--- src/rtl/fetch_sequencer_pkg.sv ---
// Shared constants and types for the fetch/decode/execute sequencer.
// Holds the opcode encodings, the execution-unit index and the sequencer state enum.
package cpu_pkg;

    localparam int XLEN           = 32;
    localparam int REG_SELECT_LEN = 5;
    localparam int NUM_UNITS      = 4;

    localparam logic [6:0] OPC_LUI    = 7'b0110111;
    localparam logic [6:0] OPC_AUIPC  = 7'b0010111;
    localparam logic [6:0] OPC_OP_IMM = 7'b0010011;
    localparam logic [6:0] OPC_OP     = 7'b0110011;

    // Index doubles as the bit position in the unit enable/select vectors.
    typedef enum logic [1:0] {
        UNIT_LUI    = 2'd0,
        UNIT_AUIPC  = 2'd1,
        UNIT_OP_IMM = 2'd2,
        UNIT_OP     = 2'd3
    } unit_e;

    typedef enum logic [2:0] {
        ST_FETCH     = 3'd0,
        ST_DECODE    = 3'd1,
        ST_EXECUTE   = 3'd2,
        ST_WRITEBACK = 3'd3,
        ST_TRAP      = 3'd4
    } state_e;

endpackage

--- src/rtl/fetch_sequencer_if.sv ---
// Instruction-memory fetch bus between the sequencer (master) and memory (slave).
interface fetch_sequencer_if #(
    parameter int XLEN = cpu_pkg::XLEN
);
    logic            mem_req;
    logic [XLEN-1:0] mem_addr;
    logic            mem_ack;
    logic [XLEN-1:0] mem_rdata;

    modport master (output mem_req, output mem_addr, input mem_ack, input mem_rdata);
    modport slave  (input mem_req, input mem_addr, output mem_ack, output mem_rdata);
endinterface

--- src/rtl/fetch_sequencer_decoder.sv ---
// Combinational opcode classifier: one-hot execution unit select plus illegal flag.
module opcode_decoder
    import cpu_pkg::*;
#(
    parameter int XLEN = cpu_pkg::XLEN
) (
    input  logic [XLEN-1:0]      instruction,
    output logic [NUM_UNITS-1:0] unit_sel,
    output logic                 illegal
);

    logic unused_hi;
    assign unused_hi = ^instruction[XLEN-1:7];

    always_comb begin
        unit_sel = '0;
        illegal  = 1'b0;
        case (instruction[6:0])
            OPC_LUI:    unit_sel[UNIT_LUI]    = 1'b1;
            OPC_AUIPC:  unit_sel[UNIT_AUIPC]  = 1'b1;
            OPC_OP_IMM: unit_sel[UNIT_OP_IMM] = 1'b1;
            OPC_OP:     unit_sel[UNIT_OP]     = 1'b1;
            default:    illegal               = 1'b1;
        endcase
        // Compressed-style encodings never match a supported opcode.
        if (instruction[1:0] != 2'b11) begin
            unit_sel = '0;
            illegal  = 1'b1;
        end
    end

endmodule

--- src/rtl/fetch_sequencer.sv ---
// Multi-cycle instruction sequencer: FETCH -> DECODE -> EXECUTE -> WRITEBACK,
// with a sticky TRAP on unrecognised opcodes that only reset can leave.
module fetch_sequencer
    import cpu_pkg::*;
#(
    parameter int              XLEN     = cpu_pkg::XLEN,
    parameter logic [XLEN-1:0] RESET_PC = '0
) (
    input  logic                 clk,
    input  logic                 rst_n,
    fetch_sequencer_if.master    bus,
    output logic [XLEN-1:0]      instruction,
    output logic [NUM_UNITS-1:0] unit_enable_n,
    output logic                 wb_we,
    output logic [XLEN-1:0]      pc,
    output logic                 illegal
);

    state_e                    state, state_nxt;
    logic [NUM_UNITS-1:0]      dec_sel;
    logic                      dec_illegal;
    logic [NUM_UNITS-1:0]      unit_sel;
    logic [REG_SELECT_LEN-1:0] rd;
    logic                      fetch_accept;

    opcode_decoder #(.XLEN(XLEN)) u_decoder (
        .instruction (instruction),
        .unit_sel    (dec_sel),
        .illegal     (dec_illegal)
    );

    assign rd           = instruction[11:7];
    assign fetch_accept = (state == ST_FETCH) && bus.mem_ack;

    always_ff @(posedge clk or negedge rst_n) begin
        if (!rst_n) state <= ST_FETCH;
        else        state <= state_nxt;
    end

    always_comb begin
        state_nxt     = state;
        unit_enable_n = '1;
        wb_we         = 1'b0;
        bus.mem_req   = 1'b0;
        case (state)
            ST_FETCH: begin
                // Held low during reset even though the state register reads FETCH.
                bus.mem_req = rst_n;
                if (bus.mem_ack) state_nxt = ST_DECODE;
            end
            ST_DECODE:    state_nxt = dec_illegal ? ST_TRAP : ST_EXECUTE;
            ST_EXECUTE: begin
                unit_enable_n = ~unit_sel;
                state_nxt     = ST_WRITEBACK;
            end
            ST_WRITEBACK: begin
                unit_enable_n = ~unit_sel;
                wb_we         = (rd != '0);
                state_nxt     = ST_FETCH;
            end
            ST_TRAP:      state_nxt = ST_TRAP;
            default:      state_nxt = ST_FETCH;
        endcase
    end

    assign bus.mem_addr = pc;

    always_ff @(posedge clk or negedge rst_n) begin
        if (!rst_n) begin
            pc          <= RESET_PC;
            instruction <= '0;
            unit_sel    <= '0;
            illegal     <= 1'b0;
        end else begin
            if (fetch_accept) instruction <= bus.mem_rdata;
            if (state == ST_DECODE) begin
                unit_sel <= dec_illegal ? '0 : dec_sel;
                if (dec_illegal) illegal <= 1'b1;
            end
            if (state == ST_WRITEBACK) pc <= pc + XLEN'(4);
        end
    end

endmodule

--- src/flat_wrapper.sv ---
// flat-port wrapper written by rule: the top's interface ports become plain ports
module fetch_sequencer_flat import cpu_pkg::*;
#(
    parameter int              XLEN     = cpu_pkg::XLEN,
    parameter logic [XLEN-1:0] RESET_PC = '0
)
  (clk, rst_n, instruction, unit_enable_n, wb_we, pc, illegal, bus_mem_req, bus_mem_addr, bus_mem_ack, bus_mem_rdata);
  fetch_sequencer_if #(.XLEN(XLEN)) bus_i ();
  input  logic clk;
  input  logic rst_n;
  output logic [XLEN-1:0] instruction;
  output logic [NUM_UNITS-1:0] unit_enable_n;
  output logic wb_we;
  output logic [XLEN-1:0] pc;
  output logic illegal;
  output wire logic [$bits(bus_i.mem_req)-1:0] bus_mem_req;
  output wire logic [$bits(bus_i.mem_addr)-1:0] bus_mem_addr;
  input wire logic [$bits(bus_i.mem_ack)-1:0] bus_mem_ack;
  input wire logic [$bits(bus_i.mem_rdata)-1:0] bus_mem_rdata;
  assign bus_mem_req = bus_i.mem_req;
  assign bus_mem_addr = bus_i.mem_addr;
  assign bus_i.mem_ack = bus_mem_ack;
  assign bus_i.mem_rdata = bus_mem_rdata;
  fetch_sequencer #(.XLEN(XLEN), .RESET_PC(RESET_PC)) u_core (.clk(clk), .rst_n(rst_n), .bus(bus_i), .instruction(instruction), .unit_enable_n(unit_enable_n), .wb_we(wb_we), .pc(pc), .illegal(illegal));
endmodule
--- config.mk ---
export PLATFORM = sky130hd
export DESIGN_NAME = fetch_sequencer_flat
export DESIGN_NICKNAME = d
export VERILOG_FILES = /design/src/rtl/fetch_sequencer_pkg.sv /design/src/rtl/fetch_sequencer_if.sv /design/src/rtl/fetch_sequencer_decoder.sv /design/src/rtl/fetch_sequencer.sv /design/src/flat_wrapper.sv
export SDC_FILE = /design/constraint.sdc
export NUM_CORES = 1
export LEC_CHECK = 0
export ABC_CLOCK_PERIOD_IN_PS = 2200
export BUFFER_PORTS_ARGS = -buffer_cell sky130_fd_sc_hd__buf_4
export CAP_MARGIN = 20
export CORE_ASPECT_RATIO = 0.9
export CORE_MARGIN = 2
export CORE_UTILIZATION = 48
export DETAILED_ROUTE_END_ITERATION = 10
export GPL_TIMING_DRIVEN = 0
export PLACE_DENSITY = 0.76
export SLEW_MARGIN = 20
export SYNTH_ARGS = -nofsm -noshare
export SYNTH_HDL_FRONTEND = slang
export SYNTH_SLANG_ARGS = --single-unit
--- constraint.sdc ---
create_clock -name clk -period 2.2 [get_ports clk]
set_input_delay 0.22 -clock clk [delete_from_list [all_inputs] [get_ports clk]]
set_output_delay 0.22 -clock clk [all_outputs]
set_load 0.01 [all_outputs]
==> impl_metrics.env <==
export IMPL_crit_fanout=10
export IMPL_cts_tree="yes"
export IMPL_start_kind="flip-flop"
export IMPL_p_sw_mw=1.27
export IMPL_ios=138
export IMPL_utilization_pct=69.4
export IMPL_ys_types=36
export IMPL_stdcell_count=505
export IMPL_seqPwrFrac_pct=43.3
export IMPL_insertion_delay_ns=0.33
export IMPL_worstMarginPinSlew_ns=0.884
export IMPL_fin_crit_sh_pct=85.8
export IMPL_port_buffers=133
export IMPL_yosysSeqAreaShare_pct=54.4
export IMPL_synth_area_top_cells="dfrtp_1, mux2_2, buf_4"
export IMPL_synth_top_cell_area_share_pct=54.4
export IMPL_synth_compound_area_share_pct=1.59
export IMPL_skew_ns=0.00779
export IMPL_clock_root_buffer="clkbuf_8"
export IMPL_status="finished with violations"
export IMPL_gp_congestion=0.802
export IMPL_path_class="flip-flop to flip-flop"
export IMPL_dp_cells=489
export IMPL_worstPathCellList="ha_1 > nand3_1 > nor4_4 > nand4_1 > xnor2_1"
export IMPL_yosys_warnings=0
export IMPL_wl_per_cell_um=13.4
export IMPL_critical_path_top_delay_family="simple AND/OR/NAND/NOR gates"
export IMPL_clockBufferDepth=2
export IMPL_combPwrFrac_pct=32.1
export IMPL_p_clk_share_pct=24.6
export IMPL_fin_crit_ns=1.89
export IMPL_end_kind="flip-flop"
export IMPL_dieWidth_um=90.4
export IMPL_final_cell_mix="buf_4, dfrtp_1, mux2_2"
export IMPL_post_cts_setup_buffers=0
export IMPL_dieArea_um2=7380
export IMPL_cts_buffers=9
export IMPL_grt_pass1_wl_um=10800
export IMPL_hold_buffers=0
export IMPL_synthAdderAreaFrac_pct=0.388
export IMPL_grt_use_total_pct=18.6
export IMPL_syn_area_per_cell_um2=12.3
export IMPL_final_common_cell="buf_4"
export IMPL_whs_ns=-0.00348
export IMPL_drcViolationCount=0
export IMPL_diodes=0
export IMPL_final_nets=446
export IMPL_power_per_cell_area_nw_per_um2=948
export IMPL_ant_nets=0
export IMPL_slew_headroom_pct=41.1
export IMPL_async_reset_ff_share_pct=100
export IMPL_slowest_stage="nor4_4"
export IMPL_dr_pass1_iters=4
export IMPL_p_total_mw=4.31
export IMPL_core_area_um2=6550
export IMPL_cp_required_ns=2.42
export IMPL_grt_ovfl_total=0
export IMPL_clk_pin_slew_ns=0.08
export IMPL_tns_ns=0
export IMPL_drt_iter0_markers=60
export IMPL_grt_max_degree=72
export IMPL_ys_flop_type="dfrtp_1"
export IMPL_ir_worst_vdd_mv=0.691
export IMPL_violations="hold timing"
export IMPL_dpl_hpwl_um=4990
export IMPL_p_sw_share_pct=29.5
export IMPL_grt_pass1_vias=2247
export IMPL_synth_mux_area_share_pct=11.5
export IMPL_synth_edf_count=0
export IMPL_synth_top_family_by_area="simple AND/OR/NAND/NOR gates"
export IMPL_netlist_area_um2=3220
export IMPL_viasPerCell=4.86
export IMPL_drv_slew=0
export IMPL_rsz0062_at_grt="no"
export IMPL_start_util_pct=49.2
export IMPL_syn2layout_area_growth_pct=41.1
export IMPL_synth_top_area_cell="dfrtp_1"
export IMPL_slowest_delay_ns=0.60
export IMPL_cp_arrival_ns=2.11
export IMPL_vias=2452
export IMPL_drt_total_wl_um=6760
export IMPL_htree_levels=3
export IMPL_leakage_nw=2.31
export IMPL_netlist_instances=263
export IMPL_die_h_um=81.7
export IMPL_grt_antenna_before_repair=0
export IMPL_clock_fmax_mhz=530
export IMPL_cts_resized=0
export IMPL_hp_class="input port to asynchronous set/reset pin"
export IMPL_clkSinkCount=70
export IMPL_hold_violations=4
export IMPL_rows=28
export IMPL_ys_ff_latch=70
export IMPL_max_cap_violations=0
export IMPL_synthXorXnorAreaFrac_pct=7.88
export IMPL_path_buf_inv=0
export IMPL_synthSimpleGateAreaFrac_pct=14.8
export IMPL_setup_viol=0
export IMPL_drive_gt1_share_pct=54.2
export IMPL_intPower_mw=3.04
## worst paths after layout
path | from | slack (ns) | cells past startpoint | endpoint
worst min register to register | u_core.illegal | 0.46 | 1 | u_core.illegal
worst max-delay path | u_core.bus.mem_addr[2] | 0.31 | 5 | u_core.bus.mem_addr[30]
max in group asynchronous | rst_n | 1.62 | 1 | u_core.instruction[22]
min in group clk | bus_mem_rdata[11] | 0.11 | 2 | u_core.instruction[11]
worst max register to register | u_core.bus.mem_addr[2] | 0.31 | 5 | u_core.bus.mem_addr[30]
worst min-delay path | rst_n | -0.003 | 1 | u_core.bus.mem_addr[31]
## area by class of cell
type | instances | area [µm²]
plain buffers | 40 | 298
clock buffers | 13 | 159
well taps | 90 | 113
multi-input cells | 155 | 1180
flip-flops and latches | 70 | 1750
clock inverters | 3 | 42.5
fillers | 496 | 2010
repair buffers | 133 | 998
inverters | 1 | 3.75
## power by group through the flow
stage	combinational [mW]	clock, mW	sequential, mW
after floorplan	0.578	0	1.99
after global placement	1.38	0	1.87
after detailed placement	1.41	0	1.89
after CTS	1.40	1.08	1.87
after global routing	1.49	1.14	1.91
final	1.38	1.06	1.87
## cell families after synthesis
family	after synthesis
buffers and inverters	41
other	1
and+or+nand+nor	80
xor gates and xnor gates	29
muxes	33
AOI/OAI and AO/OA	8
DFF	70
adders and majority gates	1
## per-layer routing
layer / global-route usage, % / vias to the layer above / part of all wire [%]
met1: 23.2 / 1172 / 43
li1: - / 1177 / -
met4: 6.92 / 0 / 1.3
met2: 30.8 / 94 / 47
met5: 0 / - / 0
met3: 6.33 / 9 / 8.2
## synth_stat cells (2+ instances only)
| master | number |
|---|---|
| dfrtp_1 | 70 |
| buf_4 | 39 |
| mux2_2 | 32 |
| xnor2_1 | 25 |
| nand2_1 | 17 |
| nand4_1 | 13 |
| nand3_1 | 11 |
| nor2_1 | 7 |
| and2_1 | 6 |
| and3_1 | 4 |
| nor3_1 | 4 |
| xor2_1 | 4 |
| a21oi_1 | 3 |
| and4_1 | 3 |
| nand3b_1 | 2 |
| nor4_1 | 2 |
| o31ai_1 | 2 |
## through the flow
step                setup slack, ns  cell area (µm²)
floorplan                     0.527             3230
global placement              0.322             4340
detailed placement            0.319             4340
CTS                           0.301             4550
global route                  0.121             4550
finish                        0.312             4550
## flip-flops by register name (all words and copies together) (netlist names)
name / count
u_core.instruction: 32
u_core.bus.mem_addr: 30
u_core.unit_sel: 4
u_core.state: 3
u_core.illegal: 1
Note: power is estimated with default switching activity, not from simulation.
